[config.mk]
export PLATFORM = sky130hd
export DESIGN_NAME = acude_level_tracker
export DESIGN_NICKNAME = d
export VERILOG_FILES = /design/src/rtl/acude_level_tracker.sv
export SDC_FILE = /design/constraint.sdc
export NUM_CORES = 1
export LEC_CHECK = 0
export ABC_CLOCK_PERIOD_IN_PS = 1800
export BUFFER_PORTS_ARGS = -buffer_cell sky130_fd_sc_hd__clkbuf_2
export CORE_MARGIN = 2
export CORE_UTILIZATION = 54
export DETAILED_ROUTE_END_ITERATION = 7
export GPL_TIMING_DRIVEN = 0
export PLACE_DENSITY = 0.83
export SETUP_SLACK_MARGIN = 0.3
export SLEW_MARGIN = 20
export SYNTH_ARGS = -nofsm -noshare
export SYNTH_HDL_FRONTEND = slang
export SYNTH_SLANG_ARGS = --single-unit
export TNS_END_PERCENT = 10
[constraint.sdc]
create_clock -name clk_2 -period 1.8 [get_ports clk_2]
set_clock_uncertainty 0.15 [all_clocks]
set_input_delay 0.09 -clock clk_2 [delete_from_list [all_inputs] [get_ports clk_2]]
set_output_delay 0.09 -clock clk_2 [all_outputs]
set_load 0.005 [all_outputs]
[src/rtl/acude_level_tracker.sv]
// Water-level tracker: synchronises and debounces a 2-bit level switch code,
// walks the reported level one step per clock toward it, and latches an overflow alarm.
//
// state | meaning
// L0    | level 00, empty
// L1    | level 01, low
// L2    | level 10, high
// L3    | level 11, full (sets the alarm)
module acude_level_tracker #(
  parameter int DEBOUNCE = 3,
  parameter int BLINK    = 2
) (
  input  logic       clk_2,
  input  logic       reset,
  input  logic [1:0] sensor,
  input  logic       alarm_ack,
  output logic [1:0] level,
  output logic       changed,
  output logic       busy,
  output logic       full,
  output logic       alarm,
  output logic       alarm_blink
);

  typedef enum logic [1:0] {L0 = 2'b00, L1 = 2'b01, L2 = 2'b10, L3 = 2'b11} level_t;

  localparam logic [3:0] DB_MAX = 4'(DEBOUNCE - 1);
  localparam logic [3:0] BL_MAX = 4'(BLINK - 1);

  level_t     state, state_nxt;
  logic [1:0] sync1, s, cand, tgt;
  logic [3:0] cnt, bcnt;
  logic       blink_q;

  always_ff @(posedge clk_2 or posedge reset) begin
    if (reset) begin
      sync1 <= 2'b00;
      s     <= 2'b00;
      cand  <= 2'b00;
      cnt   <= 4'd0;
      tgt   <= 2'b00;
    end else begin
      sync1 <= sensor;
      s     <= sync1;
      if (s != cand) begin
        cand <= s;
        cnt  <= 4'd0;
      end else begin
        if (cnt < DB_MAX) cnt <= cnt + 4'd1;
        // Stable for DEBOUNCE+1 samples once the counter is already saturated
        if (cnt == DB_MAX) tgt <= cand;
      end
    end
  end

  always_ff @(posedge clk_2 or posedge reset) begin
    if (reset) begin
      state   <= L0;
      changed <= 1'b0;
    end else begin
      state   <= state_nxt;
      changed <= (state_nxt != state);
    end
  end

  always_comb begin
    state_nxt = state;
    if (state < tgt)      state_nxt = level_t'(2'(state + 2'd1));
    else if (state > tgt) state_nxt = level_t'(2'(state - 2'd1));
  end

  always_ff @(posedge clk_2 or posedge reset) begin
    if (reset) begin
      alarm   <= 1'b0;
      bcnt    <= 4'd0;
      blink_q <= 1'b0;
    end else begin
      if (state == L3)    alarm <= 1'b1;
      else if (alarm_ack) alarm <= 1'b0;

      if (!alarm) begin
        bcnt    <= 4'd0;
        blink_q <= 1'b0;
      end else if (bcnt == BL_MAX) begin
        bcnt    <= 4'd0;
        blink_q <= ~blink_q;
      end else begin
        bcnt <= bcnt + 4'd1;
      end
    end
  end

  assign level       = state;
  assign busy        = (state != tgt);
  assign full        = (state == L3);
  // Gated so the blink output drops in the same cycle the alarm clears
  assign alarm_blink = blink_q & alarm;

endmodule

==> metrics.md <==
| Metric | Value |
|---|---|
| Final setup TNS | `0 ns` |
| Total I/O pin count | `12` |
| Routed length per placed instance | `approximately 15 um` |
| Post-Route WL | `1715 um` |
| Ratio of cells with drive above 1 in the final layout | `28.57%` |
| Final Cell Area | `1124 um2` |
| FMAX | `0.6799 GHz` |
| Initial antenna violation count | `0` |
| Predominant post-synthesis flop cell | `dfrtp_1` |
| Grt ovf | `0` |
| Period utilization | `slightly above 80%` |
| Run status | `finished clean` |
| Post-synth EDFFs | `0` |
| Port bufs | `11` |
| Diode count | `0` |
| Via count | `613` |
| Met1 WL | `672 um` |
| Crit path time final | `1.471 ns` |
| Post-Syn Nets | `86` |
| Flop and latch count out of synthesis | `21` |
| CP arrival | `between 1 and 1.5 ns` |
| Vias in the first global route | `about 580` |
| Worst-margin pin slew | `0.7762 ns` |
| Avg Vias per Cell | `5.377` |
| First-pass GRT wire length | `2380 um` |
| Unrepaired setup endpoints after global routing | `true` |
| FFs w/ async S/R, synth | `100.0%` |
| Worst vdd ir | `approximately 0.0013 V` |
| Placer's final routability congestion estimate | `between 0.7 and 0.8` |
| Core area | `~1500 um2` |
| Max_cap viols | `0` |
| Placed cells | `approximately 100` |
| Yosys cell types | `25` |
| Total GRT Usage | `17.31%` |
| Post-synthesis cell count | `76` |
| DRC errors left | `0` |
| CP Class | `flip-flop to output port` |
| CTS sink count | `21` |
| Slew Limit Fails | `0` |
| P_leak | `between 0.0005 and 0.0006 uW` |
| Mean Syn Cell Area | `11.85 um2` |
| Hold WS | `roughly 0.21 ns` |
| Commonest non-fill, non-tap cell in the layout | `dfrtp_1` |
| DR pass1 iterations | `4` |
| Post-DP HPWL | `983.4 um` |
| YS warnings | `0` |
| Most frequent cells in the layout | `dfrtp_1 (20), clkbuf_2 (11), nor2_1 (6), and2_1 (6), inv_1 (5)` |
| Top sig layer | `met4` |
| DR WL met3 | `41 um` |
| Starting density of the core | `between 50 and 60%` |
| CTS tree | `built` |
| Cell Area, Synth | `900.9 um2` |
| Worst-path clk slew | `0.11 ns` |
| ANT nets after route | `0` |
| Root Buffer | `clkbuf_4` |
| Worst min-delay path category | `flip-flop to flip-flop` |
| P per Cell Area | `1475 nW/um2` |
| Die span in x | `44.85 um` |
| DR iter-0 viols | `5` |
| CTS H-tree depth | `1` |
| Cell Count, Final, Fillers Out | `114` |
| Die Y | `44.85 um` |
| Final hold vios | `0` |
| WL met2 | `949 um` |
| Largest stage delay, worst path | `0.41 ns` |
| Std cell rows | `14` |
| Endpoints failing setup | `0` |
| Slowest library cell on the worst path | `dfrtp_1` |
| Clock buffer count from CTS | `3` |
| Clock latency on the worst-skew pair | `0.31 ns` |
| Clock Path Buffers | `2` |
| Seq/Total Area, Yosys | `58.33%` |
| Fillers | `107` |
| Max FO, Critical Path | `4` |
| CP required | `around 1.6 ns` |
| Crit end category | `output port` |
| Max-slew headroom | `48.19%` |
| Area grow syn2layout | `24.72%` |
| Placed Area | `975.9 um2` |
| Nets | `109` |
| Die area | `between 2000 and 2500 um2` |
| Worst setup SP type | `flip-flop` |
| Largest net degree at the start of global routing | `22` |
| Crit path cell chain | `inv_2, ha_4, nand2_2, clkbuf_2` |
==> Yosys cell counts (all sizes together), types with 2 or more instances <==
cell type,number,area [um2]
a211oi,2,15.01
and2,6,37.54
xnor2,6,52.55
nand2,3,11.26
inv,6,22.52
ha,5,62.56
clkbuf,2,7.510
and3,2,13.77
nor3,2,10.01
nor2,7,26.28
mux2,2,22.52
dfrtp,21,525.5
==> what timing repair did <==
item / in CTS / in global routing
pin swaps: 2 / 2
hold buffers: 4 / 0
gates resized for setup: 1 / 8
hold endpoints to repair: 24 / 0
cloned: 0 / 0
buffers inserted: 2 / 1
endpoints found under the setup margin: 2 / 5
==> worst max-delay path, delay by kind of cell (launching register included) <==
kind	cells	cell delay, ns
buffers and inverters	2	0.21
flip-flops	1	0.41
adder cells (fa/ha/maj)	1	0.22
AND/OR/NAND/NOR	1	0.08
==> layer usage <==
| layer | GRT usage, % | vias up |
|---|---|---|
| li1 | - | 296 |
| met1 | 20.38 | 302 |
| met2 | 28.12 | 10 |
| met3 | 4.800 | 5 |
| met4 | 10.59 | 0 |
| met5 | 0 | - |
==> final timing paths <==
kind / depth (start not counted) / to / start / slack (ns)
setup / recovery: 4 / busy / level[0] / 0.33
hold / removal: 0 / s[0] / sync1[0] / 0.21
setup reg to reg: 5 / level[1] / level[1] / 0.33
hold reg to reg: 0 / s[0] / sync1[0] / 0.21
max in group asynchronous: 3 / level[1] / reset / 0.67
min in group asynchronous: 3 / cand[0] / reset / 0.30
==> power by group <==
part           internal, uW  total, uW  switching (uW)  leakage (uW)
Combinational           422        759             337      0.000258
Sequential              574        669            94.7      0.000263
Clock                  86.7        228             142     0.0000150
Total                  1080       1660             574      0.000535
==> stage by stage <==
stage	setup WS [ns]	utilization (%)	power, uW
floorplan	0.3337	-	1025
global placement	0.2945	63.31	1166
detailed placement	0.2880	63.31	1197
CTS	0.2803	69.40	1486
global route	0.2468	72.89	1772
finish	0.3292	72.89	1657
==> sequential cells by signal, indices dropped and copies added, names as in the netlist, 2 cells and up <==
register,flops
level,2
bcnt,4
cand,2
sync1,2
s,2
cnt,4
tgt,2
==> area by class of cell <==
cell class	instances	area, um2	area share, %
flip-flops and latches	21	526.8	46.88
multi-input cells	47	402.9	35.86
repair buffers	18	117.6	10.47
clock buffers	4	26.28	2.339
inverters	6	22.52	2.004
well taps	16	20.02	1.782
plain buffers	2	7.507	0.6682
==> logic make-up after synthesis <==
kind of cell,synth area share (%)
compound gates,4.722
xor+xnor,6.806
fa+ha+maj,6.944
buf+inv,3.333
flops,58.33
mux,3.611
simple gates,16.25
No activity file was read; power rests on OpenSTA's default activity.
